[config.mk]
export PLATFORM = sky130hd
export DESIGN_NAME = branch_target_predictor
export DESIGN_NICKNAME = d
export VERILOG_FILES = /design/src/rtl/branch_target_predictor.sv
export SDC_FILE = /design/constraint.sdc
export NUM_CORES = 1
export LEC_CHECK = 0
export ABC_CLOCK_PERIOD_IN_PS = 5100
export CELL_PAD_IN_SITES_DETAIL_PLACEMENT = 1
export CELL_PAD_IN_SITES_GLOBAL_PLACEMENT = 1
export CORE_MARGIN = 3
export CORE_UTILIZATION = 52
export DETAILED_ROUTE_END_ITERATION = 6
export GPL_TIMING_DRIVEN = 0
export PLACE_DENSITY_LB_ADDON = 0.2
export RECOVER_POWER = 50
export REMOVE_ABC_BUFFERS = 1
export SETUP_SLACK_MARGIN = 0.1
export SYNTH_ARGS = -nofsm -noshare
export SYNTH_HDL_FRONTEND = slang
export SYNTH_SLANG_ARGS = --single-unit
export TNS_END_PERCENT = 50
[constraint.sdc]
create_clock -name clk -period 5.1 [get_ports clk]
set_input_delay 0.51 -clock clk [delete_from_list [all_inputs] [get_ports clk]]
set_output_delay 0.51 -clock clk [all_outputs]
set_load 0.005 [all_outputs]
[src/rtl/branch_target_predictor.sv]
// -----------------------------------------------------------------------------
// branch_target_predictor
//
// Direct-mapped branch target buffer with a 2-bit saturating direction counter
// per entry. Fetch looks up PCF combinationally. The EX stage resolves branches,
// flags mispredictions and trains the table one cycle later.
//
// Ports
//   clk            : CPU clock; all state changes on the rising edge
//   CpuRst         : synchronous active-high reset
//   PCF            : fetch PC to look up
//   PredTakenF     : predicted taken for PCF
//   PredTargetF    : predicted target for PCF (0 on a miss)
//   BranchTypeE    : EX branch type; 3'b000 means not a branch
//   StallE         : EX held; suppresses training and counting
//   PCE            : PC of the EX instruction
//   BranchE        : resolved branch outcome
//   BranchTargetE  : resolved branch target
//   PredTakenE     : fetch-time prediction, piped to EX
//   PredTargetE    : fetch-time predicted target, piped to EX
//   MispredictE    : redirect required
//   CorrectPCE     : redirect PC
//   BranchCnt      : resolved-branch counter (saturating)
//   MispredCnt     : misprediction counter (saturating)
// -----------------------------------------------------------------------------
module branch_target_predictor #(
  parameter int ENTRIES = 16
) (
  input  logic        clk,
  input  logic        CpuRst,
  input  logic [31:0] PCF,
  output logic        PredTakenF,
  output logic [31:0] PredTargetF,
  input  logic [2:0]  BranchTypeE,
  input  logic        StallE,
  input  logic [31:0] PCE,
  input  logic        BranchE,
  input  logic [31:0] BranchTargetE,
  input  logic        PredTakenE,
  input  logic [31:0] PredTargetE,
  output logic        MispredictE,
  output logic [31:0] CorrectPCE,
  output logic [31:0] BranchCnt,
  output logic [31:0] MispredCnt
);

  localparam int IDX_W = $clog2(ENTRIES);
  localparam int TAG_W = 30 - IDX_W;

  logic [ENTRIES-1:0] valid;
  logic [1:0]         ctr        [ENTRIES];
  logic [TAG_W-1:0]   tag_mem    [ENTRIES];
  logic [31:0]        target_mem [ENTRIES];

  logic [IDX_W-1:0] idx_f, idx_e;
  logic [TAG_W-1:0] tag_f, tag_e;
  logic             hit_f, hit_e, upd_e;

  // Byte-offset bits never participate in indexing or tagging.
  logic unused_pc_bits;
  assign unused_pc_bits = ^{PCF[1:0], PCE[1:0]};

  assign idx_f = PCF[IDX_W+1:2];
  assign tag_f = PCF[31:IDX_W+2];
  assign idx_e = PCE[IDX_W+1:2];
  assign tag_e = PCE[31:IDX_W+2];

  // Fetch lookup reads the registered table only, so a same-cycle update to
  // the same index is seen on the following cycle.
  assign hit_f       = valid[idx_f] && (tag_mem[idx_f] == tag_f);
  assign PredTakenF  = hit_f && ctr[idx_f][1];
  assign PredTargetF = hit_f ? target_mem[idx_f] : 32'h0;

  assign hit_e = valid[idx_e] && (tag_mem[idx_e] == tag_e);
  assign upd_e = (BranchTypeE != 3'b000) && !StallE && !CpuRst;

  // A taken branch that was also predicted taken can still redirect when the
  // predicted target was stale.
  assign MispredictE = upd_e && ((BranchE != PredTakenE) ||
                                 (BranchE && PredTakenE && (PredTargetE != BranchTargetE)));
  assign CorrectPCE  = BranchE ? BranchTargetE : (PCE + 32'd4);

  // Valid bits and direction counters: these have defined reset values.
  // NOTE: only state with a defined reset value sits under the reset branch;
  // tag/target storage is left unreset in its own block so it can map to RAM.
  always_ff @(posedge clk) begin
    if (CpuRst) begin
      valid <= '0;
      for (int i = 0; i < ENTRIES; i++) ctr[i] <= 2'b01;
    end else if (upd_e) begin
      if (hit_e) begin
        if (BranchE) ctr[idx_e] <= (ctr[idx_e] == 2'b11) ? 2'b11 : ctr[idx_e] + 2'd1;
        else         ctr[idx_e] <= (ctr[idx_e] == 2'b00) ? 2'b00 : ctr[idx_e] - 2'd1;
      end else if (BranchE) begin
        valid[idx_e] <= 1'b1;
        ctr[idx_e]   <= 2'b10;
      end
    end
  end

  // Tag/target storage. A taken resolution always writes the target, whether
  // it refreshes a hit or allocates over a miss.
  always_ff @(posedge clk) begin
    if (upd_e && BranchE) begin
      target_mem[idx_e] <= BranchTargetE;
      if (!hit_e) tag_mem[idx_e] <= tag_e;
    end
  end

  // Performance counters, saturating at all-ones.
  always_ff @(posedge clk) begin
    if (CpuRst) begin
      BranchCnt  <= '0;
      MispredCnt <= '0;
    end else begin
      if (upd_e && (BranchCnt != '1))        BranchCnt  <= BranchCnt + 32'd1;
      if (MispredictE && (MispredCnt != '1)) MispredCnt <= MispredCnt + 32'd1;
    end
  end

endmodule

Word level (Yosys, flattened, before mapping)
Memory sizes are Yosys's and may differ from the RTL's.
Index checks and enable logic that the tools add are counted.
{"block": "totals", "regBits": 80, "mem_count": 3, "input_bits": 136, "elab_cells": 80, "mem_bits_rw": 960}
{"memory": "target_mem", "depth": 16, "word_bits": 32, "read_ports": 1, "rd_ports_with_merged_regs": 0, "write_ports": 1, "line": "53", "rtl": "logic [31:0] target_mem [ENTRIES];"}
{"memory": "tag_mem", "depth": 16, "word_bits": 26, "read_ports": 2, "rd_ports_with_merged_regs": 0, "write_ports": 1, "line": "52", "rtl": "logic [TAG_W-1:0] tag_mem [ENTRIES];"}
{"memory": "ctr", "depth": 16, "word_bits": 2, "read_ports": 2, "rd_ports_with_merged_regs": 0, "write_ports": 16, "line": "51", "rtl": "logic [1:0] ctr [ENTRIES];"}
{"block": "op_classes", "bitwise": 4, "mux": 36, "eq_ne": 7, "order_cmp": 3, "reduce_logical": 19, "addsub": 5}
{"cell": "32-bit by 1-bit adder with 32-bit output (second input constant)", "n": 2}
{"cell": "32-bit 2-to-1 mux", "n": 2}
{"cell": "32-bit != test (second input constant)", "n": 2}
{"cell": "26-bit equality test", "n": 2}
{"cell": "32-bit by 3-bit adder with 32-bit output (second input constant)", "n": 1}
{"cell": "32-bit != test", "n": 1}
{"cell": "1-bit 2-to-1 mux", "n": 25}
{"cell": "16-bit bitwise OR", "n": 1}
{"cell": "1-bit logical AND", "n": 12}
{"cell": "4-bit by 5-bit less-than comparator with 1-bit output (second input constant)", "n": 2}
{"cell": "2-bit 2-to-1 mux", "n": 5}
{"cell": "1-bit binary-select mux with 4-bit select", "n": 2}
{"cell": "1-bit demux with 4-bit select", "n": 1}
{"cell": "4-bit by 1-bit >= comparator with 1-bit output (second input constant)", "n": 1}
{"cell": "4-bit 2-to-1 mux", "n": 1}
{"cell": "3-bit AND reduction", "n": 1}
{"cell": "3-bit nonzero test", "n": 1}
{"cell": "2-bit by 1-bit adder with 2-bit output (second input constant)", "n": 1}
{"cell": "2-bit equality test (second input constant)", "n": 1}
{"cell": "1-bit logical NOT", "n": 2}
{"cell": "2-bit logical NOT", "n": 1}
{"cell": "1-bit bitwise OR", "n": 2}
{"cell": "2-bit OR reduction", "n": 1}
{"cell": "2-bit by 1-bit subtractor with 2-bit output (second input constant)", "n": 1}
{"cell": "other kinds (3)", "n": 3}

Depth between registers and ports, before layout
{"block": "depth", "word_depth": 11, "ltp_mapped": 16, "mapped_depth_nobuf": 9}

Worst setup path before layout
Ideal clock, no wire load.
{"block": "synth_timing", "kind": "input port to flip-flop", "start": "in CpuRst", "end": "mem target_mem[0][0] (enable)", "setup_slack_ns": 0.712, "path_stages": 6, "t_arrival_ns": 3.927, "t_required_ns": 4.639, "path_cell_list": "clkbuf_1 -> or3_1 -> clkbuf_1 -> nor2_1 -> nand2_1 -> nor3_1"}
{"block": "synth_between", "elab_chain_len": 5}
{"element": "start: declaration", "line": "30", "rtl": "input logic CpuRst,"}
{"element": "1-bit logical NOT", "line": "75", "rtl": "assign upd_e = (BranchTypeE != 3'b000) && !StallE && !CpuRst;"}
{"element": "1-bit logical AND", "line": "75"}
{"element": "1-bit logical AND", "line": "104", "rtl": "if (upd_e && BranchE) begin"}
{"element": "1-bit 2-to-1 mux", "line": "104"}
{"element": "1-bit 2-to-1 mux (not written as such)", "line": "105", "rtl": "target_mem[idx_e] <= BranchTargetE;"}
{"element": "end: declaration", "line": "53"}
Every way passes these cells.

Worst setup path after layout
{"block": "layout_timing", "start": "in PCE[5]", "end": "out CorrectPCE[31]"}
{"block": "layout_between", "elab_chain_len": 2}
{"element": "start: declaration", "line": "36", "rtl": "input logic [31:0] PCE,"}
{"element": "32-bit by 3-bit adder with 32-bit output", "line": "81", "rtl": "assign CorrectPCE = BranchE ? BranchTargetE : (PCE + 32'd4);"}
{"element": "32-bit 2-to-1 mux", "line": "81"}
{"element": "end: declaration", "line": "42", "rtl": "output logic [31:0] CorrectPCE,"}
Every way passes these cells.

==> results.sh <==
export IMPL_post_route_util=0.634
export IMPL_ios=266
export IMPL_slew_viol_final=46
export IMPL_fp_dieH_um=304
export IMPL_maxCapViolations=3
export IMPL_cts_max_level=3
export IMPL_portBuffers=263
export IMPL_fin_nets=2980
export IMPL_path_cells="buf_2 > buf_12 > nand2_1 > nor4_4 > and2_1 > nand2b_1 > nor2_1 > nand3_1 > xor2_1 > o21ai_0 > clkdlybuf4s50_1"
export IMPL_cts_tree="built"
export IMPL_fin_skew_ps=36.0
export IMPL_violations="max-capacitance violations, max-slew violations"
export IMPL_wirelength_mm=143
export IMPL_cts_buffers_inserted=106
export IMPL_ys_seq_area_frac=0.661
export IMPL_initialDrtViolationCount=3632
export IMPL_crit_path_end_kind="output pin"
export IMPL_worst_ep_required_time_ps=4590
export IMPL_yosys_register_bits=1040
export IMPL_slowest_delay_ps=670
export IMPL_crit_arrival_ps=4520
export IMPL_fillCellCount=7382
export IMPL_ys_types=62
export IMPL_rows=108
export IMPL_crit_fanout=24
export IMPL_drt_drc_violations_left=0
export IMPL_dpl_cell_area_mm2=0.0508
export IMPL_power_density_mw_per_mm2=344
export IMPL_root_buffer="clkbuf_16"
export IMPL_period_share=0.985
export IMPL_firstDrtPassIters=5
export IMPL_vias_per_cell=6.71
export IMPL_cts_sinks=1040
export IMPL_hold_viol_final=0
export IMPL_synth_edf_count=960
export IMPL_antenna_found_initial=12
export IMPL_rsz0062_at_grt="yes"
export IMPL_syn_mean_instance_area_um2=18.2
export IMPL_wl_per_cell_um=35.0
export IMPL_ir_drop_v=0.000336
export IMPL_start_util=0.528
export IMPL_core_area_mm2=0.0873
export IMPL_p_leak_nw=17.9
export IMPL_fin_area_mm2=0.0554
export IMPL_ys_async_sr_fraction=0
export IMPL_synthToLayoutAreaGrowth_pct=20.2
export IMPL_hpwl_mm=87.2
export IMPL_grt_start_max_net_pins=74
export IMPL_fin_tns_setup_ps=0
export IMPL_setup_viol=0
export IMPL_crit_family="simple AND/OR/NAND/NOR gates"
export IMPL_synthCells=2530
export IMPL_cts_max_path_buffers=3
export IMPL_path_class="input pin to output pin"
export IMPL_synth_warnings=0
export IMPL_drive_gt1_frac=0.255
export IMPL_ys_flop_type="edfxtp_1"
export IMPL_die_w_um=304
export IMPL_clk_pin_slew_ps=60
export IMPL_die_area_mm2=0.0922
export IMPL_grt_use_total=0.309
export IMPL_timing_fmax_ghz=0.199
export IMPL_run_status="finished with violations"
export IMPL_holdCritPathClass="input pin to flip-flop"
export IMPL_slowest_stage="nor4_4"
export IMPL_grt_pass1_wl_mm=208
export IMPL_worstMarginPinSlew_ps=2250
export IMPL_grt_overflow=0
export IMPL_finalWeightedCongestion=0.811
export IMPL_whs_ps=227
export IMPL_finalPower_mw=19.0
export IMPL_finalCriticalPeriod_ps=5030
export IMPL_path_buf_inv=3
export IMPL_grt_pass1_vias=29100
export IMPL_clk_latency_ps=690
export IMPL_worstSetupStartpointType="input pin"
export IMPL_detail_route_antenna_nets=0
export IMPL_maxSlewHeadroom=-0.506
export IMPL_syn_area_mm2=0.0461
export IMPL_num_vias=27400
==> final timing paths <==
| check | end | depth (start not counted) | slack [ps] | startpoint |
|---|---|---|---|---|
| min reg2reg | valid[5] | 2 | 510 | valid[5] |
| max | CorrectPCE[31] | 11 | 70 | PCE[5] |
| min | BranchCnt[2] | 2 | 230 | CpuRst |
| max reg2reg | ctr[2][1] | 8 | 720 | tag_mem[12][25] |
==> power by group <==
group	internal, mW	switching, mW	total (mW)
combinational	0.670	0.836	1.51
sequential	9.36	0.0257	9.39
clock	4.79	3.35	8.15
total	14.8	4.21	19.0
==> layer usage <==
metal | global-route usage | wire, µm
met5 | 0 | 34
met4 | 0.120 | 5810
met3 | 0.0519 | 12200
met2 | 0.513 | 72300
met1 | 0.414 | 52800
==> through the flow <==
step                setup WS [ps]  instances
finish                       74.2       4087
global route                 3.54       4083
CTS                          78.2       4064
detailed placement          -1500       3852
global placement           -18660       3791
floorplan                     761       2373
==> cells in the mapped netlist (all sizes together) (13+ instances only) <==
| master | count | area share |
|---|---|---|
| or2 | 16 | 0.0022 |
| nor2 | 107 | 0.0087 |
| nor2b | 42 | 0.0057 |
| edfxtp | 960 | 0.63 |
| nand4 | 29 | 0.0039 |
| a21oi | 21 | 0.0023 |
| nor3 | 57 | 0.0072 |
| dfxtp | 80 | 0.035 |
| buf | 71 | 0.0095 |
| a22oi | 32 | 0.0052 |
| mux4 | 384 | 0.19 |
| clkbuf | 86 | 0.0070 |
| xnor2 | 61 | 0.012 |
| mux2i | 96 | 0.021 |
| or3 | 14 | 0.0019 |
| nand2 | 101 | 0.0082 |
| nor4 | 21 | 0.0034 |
| o21ai | 61 | 0.0066 |
| xor2 | 93 | 0.018 |
| nand3 | 42 | 0.0047 |
| inv | 24 | 0.0020 |
| o22ai | 13 | 0.0018 |
| and3 | 23 | 0.0031 |
==> state kept, by name, indices dropped and copies added, names as in the netlist <==
name / count
target_mem: 512
tag_mem: 416
BranchCnt: 32
MispredCnt: 32
ctr: 32
valid: 16
==> cell type report <==
class,instances,area [µm²],share of cell area
Antenna cell,7,17.5,0.000316
Clock buffer,125,2810,0.0507
Clock inverter,71,830,0.0150
Inverter,24,90.1,0.00163
Multi-Input combinational cell,1309,15200,0.275
Sequential cell,1040,30400,0.550
Tap cell,1155,1450,0.0261
Timing Repair Buffer,356,4520,0.0817
==> cell families after synthesis <==
| family | synth area share |
|---|---|
| xor+xnor | 0.0293 |
| flops | 0.661 |
| simple gates | 0.0542 |
| compound gates | 0.0260 |
| buf+inv | 0.0184 |
| fa+ha+maj | 0.00190 |
| mux | 0.210 |
==> timing repair <==
item / CTS / global route
hold buffers: 0 / 0
endpoints found under the setup margin: 499 / 285
cloned: 13 / 5
pin swaps: 3 / 3
resized for setup: 44 / 20
setup buffers: 3 / 11
==> cell usage in the layout, fill, tap and decap left out, types with 9 or more instances in the layout <==
| cell type | synthesis | routed |
|---|---|---|
| clkinv_2 | 0 | 12 |
| nor2b_2 | 0 | 10 |
| inv_1 | 24 | 24 |
| buf_4 | 7 | 15 |
| bufbuf_16 | 0 | 10 |
| and3_1 | 23 | 23 |
| nor2_1 | 107 | 80 |
| nor2_4 | 0 | 26 |
| a22oi_1 | 32 | 32 |
| a22o_1 | 10 | 10 |
| dlygate4sd3_1 | 0 | 119 |
| o21ai_0 | 51 | 50 |
| dfxtp_1 | 80 | 80 |
| nand2_1 | 101 | 99 |
| nor4_1 | 18 | 15 |
| clkinv_1 | 0 | 24 |
| buf_12 | 0 | 30 |
| buf_6 | 14 | 13 |
| mux2i_1 | 96 | 96 |
| xor2_1 | 93 | 93 |
| clkbuf_1 | 86 | 15 |
| o22ai_1 | 13 | 13 |
| nor3_1 | 48 | 44 |
| buf_16 | 0 | 20 |
| nand4_1 | 29 | 29 |
| clkdlybuf4s50_1 | 0 | 125 |
| clkinvlp_4 | 0 | 9 |
| nor3_2 | 9 | 13 |
| mux4_2 | 384 | 384 |
| o21ai_1 | 10 | 11 |
| xnor2_1 | 61 | 52 |
| clkbuf_16 | 0 | 114 |
| nand3_1 | 41 | 41 |
| or2_2 | 12 | 12 |
| a21o_1 | 9 | 9 |
| or3_1 | 14 | 14 |
| nor2b_1 | 42 | 32 |
| a21oi_1 | 21 | 21 |
| bufinv_16 | 0 | 17 |
| edfxtp_1 | 960 | 960 |
Power figures use the tool's default switching activity.
